==> src/rtl/qeciphy_rx_link_ctrl.sv <==
// RX link sequencing controller for qeciphy_rx_channeldecoder: owns the decoder
// enable, enforces the enable-low interval, stages bring-up and bounds retries.
//
// state       | meaning
// ------------+-------------------------------------------------------------
// IDLE        | link down, waiting for start_i
// HOLDOFF     | enable low until low_cnt reaches MIN_LOW_CYCLES
// WAIT_RDY    | enable high, waiting for local rx_rdy_i
// WAIT_REMOTE | enable high, waiting for remote_rx_rdy_i
// LINK_UP     | link established
// FAILED      | retries exhausted, enable low until clear_i
module qeciphy_rx_link_ctrl #(
  parameter int MIN_LOW_CYCLES = 16,
  parameter int RDY_TIMEOUT    = 4096,
  parameter int MAX_RETRIES    = 3,
  localparam int RETRY_W = (MAX_RETRIES < 1) ? 1 : $clog2(MAX_RETRIES + 1)
) (
  input  logic               clk_i,
  input  logic               rst_i,
  input  logic               start_i,
  input  logic               stop_i,
  input  logic               clear_i,
  input  logic               rx_rdy_i,
  input  logic               remote_rx_rdy_i,
  input  logic               rx_fault_fatal_i,
  input  logic [3:0]         rx_error_code_i,
  output logic               dec_enable_o,
  output logic               link_up_o,
  output logic               fault_o,
  output logic [3:0]         error_code_o,
  output logic [RETRY_W-1:0] retry_cnt_o,
  output logic [2:0]         state_o
);

  localparam int LOW_W = (MIN_LOW_CYCLES < 1) ? 1 : $clog2(MIN_LOW_CYCLES + 1);
  localparam int TMR_W = (RDY_TIMEOUT < 2) ? 1 : $clog2(RDY_TIMEOUT);

  localparam logic [LOW_W-1:0]   LOW_MIN  = LOW_W'(MIN_LOW_CYCLES);
  localparam logic [TMR_W-1:0]   TMO_LAST = TMR_W'(RDY_TIMEOUT - 1);
  localparam logic [RETRY_W-1:0] RTY_MAX  = RETRY_W'(MAX_RETRIES);

  typedef enum logic [2:0] {
    IDLE        = 3'd0,
    HOLDOFF     = 3'd1,
    WAIT_RDY    = 3'd2,
    WAIT_REMOTE = 3'd3,
    LINK_UP     = 3'd4,
    FAILED      = 3'd5
  } state_t;

  state_t             state_q, state_d;
  logic               dec_enable_q, dec_enable_d;
  logic               link_up_q, link_up_d;
  logic               fault_q, fault_d;
  logic [3:0]         error_code_q, error_code_d;
  logic [RETRY_W-1:0] retry_cnt_q, retry_cnt_d;
  logic [LOW_W-1:0]   low_cnt_q, low_cnt_d;
  logic [TMR_W-1:0]   timer_q, timer_d;

  logic               evt;
  logic [3:0]         evt_code;
  logic               clr_err;
  logic               clr_retry;
  logic               timeout;

  always_ff @(posedge clk_i or posedge rst_i) begin
    if (rst_i) begin
      state_q      <= IDLE;
      dec_enable_q <= 1'b0;
      link_up_q    <= 1'b0;
      fault_q      <= 1'b0;
      error_code_q <= '0;
      retry_cnt_q  <= '0;
      low_cnt_q    <= '0;
      timer_q      <= '0;
    end else begin
      state_q      <= state_d;
      dec_enable_q <= dec_enable_d;
      link_up_q    <= link_up_d;
      fault_q      <= fault_d;
      error_code_q <= error_code_d;
      retry_cnt_q  <= retry_cnt_d;
      low_cnt_q    <= low_cnt_d;
      timer_q      <= timer_d;
    end
  end

  assign timeout = ((state_q == WAIT_RDY) || (state_q == WAIT_REMOTE)) && (timer_q == TMO_LAST);

  always_comb begin
    state_d   = state_q;
    evt       = 1'b0;
    evt_code  = 4'h0;
    clr_err   = 1'b0;
    clr_retry = 1'b0;
    if (stop_i && (state_q != FAILED)) begin
      state_d = IDLE;
    end else begin
      case (state_q)
        IDLE: begin
          if (start_i) begin
            state_d   = HOLDOFF;
            clr_err   = 1'b1;
            clr_retry = 1'b1;
          end
        end
        HOLDOFF: begin
          if (low_cnt_q >= LOW_MIN) state_d = WAIT_RDY;
        end
        WAIT_RDY: begin
          if (rx_fault_fatal_i) begin
            evt      = 1'b1;
            evt_code = rx_error_code_i;
          end else if (timeout) begin
            evt      = 1'b1;
            evt_code = 4'hF;
          end else if (rx_rdy_i) begin
            state_d = WAIT_REMOTE;
          end
        end
        WAIT_REMOTE: begin
          if (rx_fault_fatal_i) begin
            evt      = 1'b1;
            evt_code = rx_error_code_i;
          end else if (!rx_rdy_i) begin
            evt      = 1'b1;
            evt_code = 4'hE;
          end else if (timeout) begin
            evt      = 1'b1;
            evt_code = 4'hF;
          end else if (remote_rx_rdy_i) begin
            state_d   = LINK_UP;
            clr_retry = 1'b1;
          end
        end
        LINK_UP: begin
          // remote readiness only gates entry; its loss here is ignored
          if (rx_fault_fatal_i) begin
            evt      = 1'b1;
            evt_code = rx_error_code_i;
          end else if (!rx_rdy_i) begin
            evt      = 1'b1;
            evt_code = 4'hE;
          end
        end
        FAILED: begin
          if (clear_i) begin
            state_d   = IDLE;
            clr_err   = 1'b1;
            clr_retry = 1'b1;
          end
        end
        default: state_d = IDLE;
      endcase
      if (evt) state_d = (retry_cnt_q < RTY_MAX) ? HOLDOFF : FAILED;
    end
  end

  // Outputs are computed from state_d so each registered output flips with the state.
  always_comb begin
    dec_enable_d = (state_d == WAIT_RDY) || (state_d == WAIT_REMOTE) || (state_d == LINK_UP);
    link_up_d    = (state_d == LINK_UP);
    fault_d      = (state_d == FAILED);

    error_code_d = error_code_q;
    if (evt)          error_code_d = evt_code;
    else if (clr_err) error_code_d = 4'h0;

    retry_cnt_d = retry_cnt_q;
    if (clr_retry)                          retry_cnt_d = '0;
    else if (evt && (retry_cnt_q < RTY_MAX)) retry_cnt_d = retry_cnt_q + 1'b1;

    low_cnt_d = low_cnt_q;
    if (dec_enable_q)              low_cnt_d = '0;
    else if (low_cnt_q < LOW_MIN)  low_cnt_d = low_cnt_q + 1'b1;

    timer_d = (state_d != state_q) ? '0 : timer_q + 1'b1;
  end

  assign dec_enable_o = dec_enable_q;
  assign link_up_o    = link_up_q;
  assign fault_o      = fault_q;
  assign error_code_o = error_code_q;
  assign retry_cnt_o  = retry_cnt_q;
  assign state_o      = state_q;

endmodule

==> config.mk <==
export PLATFORM = sky130hd
export DESIGN_NAME = qeciphy_rx_link_ctrl
export DESIGN_NICKNAME = d
export VERILOG_FILES = /design/src/rtl/qeciphy_rx_link_ctrl.sv
export SDC_FILE = /design/constraint.sdc
export NUM_CORES = 1
export LEC_CHECK = 0
export ABC_AREA = 1
export BUFFER_PORTS_ARGS = -buffer_cell sky130_fd_sc_hd__buf_2
export CORE_MARGIN = 4
export CORE_UTILIZATION = 25
export DETAILED_ROUTE_END_ITERATION = 6
export GPL_TIMING_DRIVEN = 0
export SLEW_MARGIN = 5
export SYNTH_ARGS = -nofsm -noshare
export SYNTH_HDL_FRONTEND = slang
export SYNTH_SLANG_ARGS = --single-unit
==> constraint.sdc <==
create_clock -name clk_i -period 4 [get_ports clk_i]
set_input_delay 0.8 -clock clk_i [delete_from_list [all_inputs] [get_ports clk_i]]
set_output_delay 0.8 -clock clk_i [all_outputs]
set_load 0.01 [all_outputs]
==> flow_metrics.env <==
export IMPL_power_switching_mw=0.3368
export IMPL_sequential_group_share_of_total_power_pct=43.6
export IMPL_ys_top_cells_by_area="dfrtp_1, nand3_1, nand2_1"
export IMPL_cts_num_sinks=29
export IMPL_number_of_buffers_added_by_the_clock_tree_synthesis_step=5
export IMPL_mapped_cells=198
export IMPL_grt_antenna_before_repair=0
export IMPL_max_vdd_ir_drop_uv=295.3
export IMPL_timing_max_transition_violations_final=0
export IMPL_power_total_mw=0.9086
export IMPL_filler_cell_count=683
export IMPL_critPathCaptureType="flip-flop"
export IMPL_synth_nets=213
export IMPL_die_height_um=89.16
export IMPL_h_tree_depth=2
export IMPL_clk_root_buffer_cell="clkbuf_8"
export IMPL_wire_per_inst_um=11.54
export IMPL_antenna_cells=0
export IMPL_timing_final_crit_period_ns=1.986
export IMPL_drv_cap=0
export IMPL_synth_enable_flop_cells=0
export IMPL_postPlaceCellArea_um2=1858
export IMPL_detail_route_drc_violations=0
export IMPL_cts_hold_buffers=0
export IMPL_cts_max_path_buffers=2
export IMPL_buffer_ports_inserted=23
export IMPL_final_core_utilization_pct=30.25
export IMPL_pwr_density_cell_nw_per_um2=470.3
export IMPL_worst_ep_required_time_ns=4.17
export IMPL_place_congestion=0.8610
export IMPL_netlist_area_leader_share_pct=44.07
export IMPL_initial_core_utilization_pct=25.78
export IMPL_grt_pass1_vias=1375
export IMPL_detail_route_vias_per_cell=4.503
export IMPL_drive_above_1_share_pct=29.96
export IMPL_core_um2=6386
export IMPL_clock_skew_final_ns=0.005828
export IMPL_post_synth_instance_area_um2=1647
export IMPL_max_slew_margin_rel_pct=26.06
export IMPL_fraction_of_the_yosys_area_taken_by_sequential_cells_pct=44.07
export IMPL_syn_to_final_growth_pct=17.33
export IMPL_status="completed"
export IMPL_wirelength_mm=3.507
export IMPL_timing_worst_slew_pin_value_ns=1.108
export IMPL_hold_path_class="reg2reg"
export IMPL_place_detailed_instances=298
export IMPL_synth_seq_cells=29
export IMPL_grt_overflow=0
export IMPL_placement_setup_worst_slack_ns=1.767
export IMPL_pwr_share_comb_pct=32.0
export IMPL_critPathMaxStageDelay_ns=0.47
export IMPL_fin_nets=243
export IMPL_async_set_or_reset_flop_fraction_in_the_synthesized_netlist_pct=100.0
export IMPL_area_of_the_die_um2=7949
export IMPL_cts_clk_slew_worst_paths_ns=0.06
export IMPL_grt_first_pass_wirelength_mm=6.196
export IMPL_finalSetupViolations=0
export IMPL_drt_pass_1_iters=4
export IMPL_overall_routing_resource_usage_pct=9.956
export IMPL_crit_path_cell_trace="inv_2 > nand3_2 > nand3_1 > nand2_1 > nand2_2 > nand2_2 > nor2_4 > nand2_1 > nand3_1 > nand2_1 > nand3_2 > buf_6 > nor2_2"
export IMPL_setup_repair_after_global_routing_missed_its_margin="no"
export IMPL_sw_frac_of_total_pct=37.07
export IMPL_grt_max_degree=30
export IMPL_clock_insertion_delay_worst_skew_ns=0.28
export IMPL_arrival_time_reported_for_the_critical_path_endpoint_ns=2.16
export IMPL_cts_resized=0
export IMPL_worst_path_most_repeated_cell="nand2_1"
export IMPL_cts_setup_buffers=0
export IMPL_worst_path_fanout_max=10
export IMPL_leakagePower_nw=0.9906
export IMPL_post_synth_num_cell_types=25
export IMPL_vias=1369
export IMPL_tritoncts="done"
export IMPL_post_synth_top_area_cell="dfrtp_1"
export IMPL_internal_power_mw=0.5718
export IMPL_row_count=29
export IMPL_instances_no_fill=304
export IMPL_achievable_frequency_ghz=0.5036
export IMPL_detailed_place_hpwl_mm=2.708
export IMPL_synthFlopType="dfrtp_1"
export IMPL_critPathLaunchType="flip-flop"
export IMPL_ports_placed_on_the_boundary=24
export IMPL_finalInstanceArea_um2=1932
export IMPL_final_period_utilization_pct=49.64
export IMPL_slowest_cell_on_the_critical_path="dfrtp_1"
export IMPL_number_of_drc_violations_after_detailed_routing_iteration_0=58
export IMPL_post_synth_cell_area_avg_um2=8.316
export IMPL_power_frac_clock_pct=24.3
export IMPL_yosysWarnings=0
export IMPL_finalHoldViolCount=0
export IMPL_critPathKind="reg2reg"
export IMPL_die_width_um=89.16
export IMPL_ant_nets=0
export IMPL_fin_hold_ws_ns=0.4602
export IMPL_fin_setup_tns_ns=0
export IMPL_worst_slack_ns=2.014
[cell type report]
| class | count | area, um2 | share of cell area, % |
|---|---|---|---|
| Buffer | 1 | 11.26 | 0.5829 |
| Clock buffer | 5 | 68.82 | 3.562 |
| Clock inverter | 1 | 5.005 | 0.2591 |
| Inverter | 29 | 110.1 | 5.700 |
| Multi-Input combinational cell | 139 | 799.5 | 41.39 |
| Sequential cell | 29 | 725.7 | 37.56 |
| Tap cell | 77 | 96.34 | 4.987 |
| Timing Repair Buffer | 23 | 115.1 | 5.959 |
[power by group through the flow]
stage	Clock (mW)	Combinational, mW	Sequential [mW]
floorplan	0	0.218	0.399
global placement	0	0.286	0.400
detailed placement	0	0.296	0.402
CTS	0.231	0.297	0.397
finish	0.221	0.291	0.396
global route	0.241	0.336	0.406
[state kept, by name (all words and copies together) (netlist names)]
signal / cells
timer_q: 12
low_cnt_q: 5
error_code_o: 4
state_o: 3
retry_cnt_o: 2
dec_enable_o: 1
fault_o: 1
link_up_o: 1
[placed cells by master, fill, tap and decap left out, types with 2 or more instances in the layout]
cell type,n
a21oi_1,6
a31oi_1,2
buf_2,23
clkbuf_8,5
clkinv_2,2
dfrtp_1,29
ha_1,3
inv_1,23
inv_2,5
nand2_1,28
nand2_2,11
nand3_1,22
nand3_2,4
nand4_1,6
nor2_1,16
nor2_2,12
nor2_4,3
nor3_1,2
o21ai_0,9
xnor2_1,3
xor2_1,7
[metal layers]
layer,global-route usage (%),vias to the layer above,share of wire [%]
met5,0,-,0
met4,3.924,0,1.7
met3,3.502,7,5.0
met2,14.87,24,43
met1,13.15,640,50
li1,-,698,-
[cell usage after synthesis (2+ instances only)]
library cell	number
nor2_4	3
nand3_2	4
o21ai_0	9
dfrtp_1	29
xor2_1	7
nand3_1	22
nor2_1	16
a31oi_1	2
nor3_1	2
a21oi_1	6
ha_1	3
nor2_2	12
nand2_2	11
inv_1	23
nand4_1	6
inv_2	5
xnor2_1	3
nand2_1	28
[worst paths after layout]
check	start	end	slack, ns	depth (start not counted)
setup / recovery	state_o[2]	timer_q[3]	2.01	13
hold / removal	timer_q[0]	timer_q[0]	0.46	1
setup reg to reg	state_o[2]	timer_q[3]	2.01	13
hold reg to reg	timer_q[0]	timer_q[0]	0.46	1
max in group asynchronous	rst_i	retry_cnt_o[1]	2.53	2
min in group asynchronous	rst_i	timer_q[3]	0.80	2
[worst max-delay path: cells and delay by family (launching register included)]
family,cells,cell delay [ns]
and+or+nand+nor,11,1.06
buffers and inverters,2,0.33
DFF,1,0.47
[cells by family (layout without fill, tap and decap cells)]
family                     Yosys count  in the layout  synth area share (%)
xor gates and xnor gates            10             10                 5.320
buffers and inverters               30             59                 7.370
DFF                                 29             29                 44.07
and+or+nand+nor                    106            106                 33.89
AOI/OAI and AO/OA                   20             20                 7.067
adders and majority gates            3              3                 2.280
(Power assumes the default switching activity.)
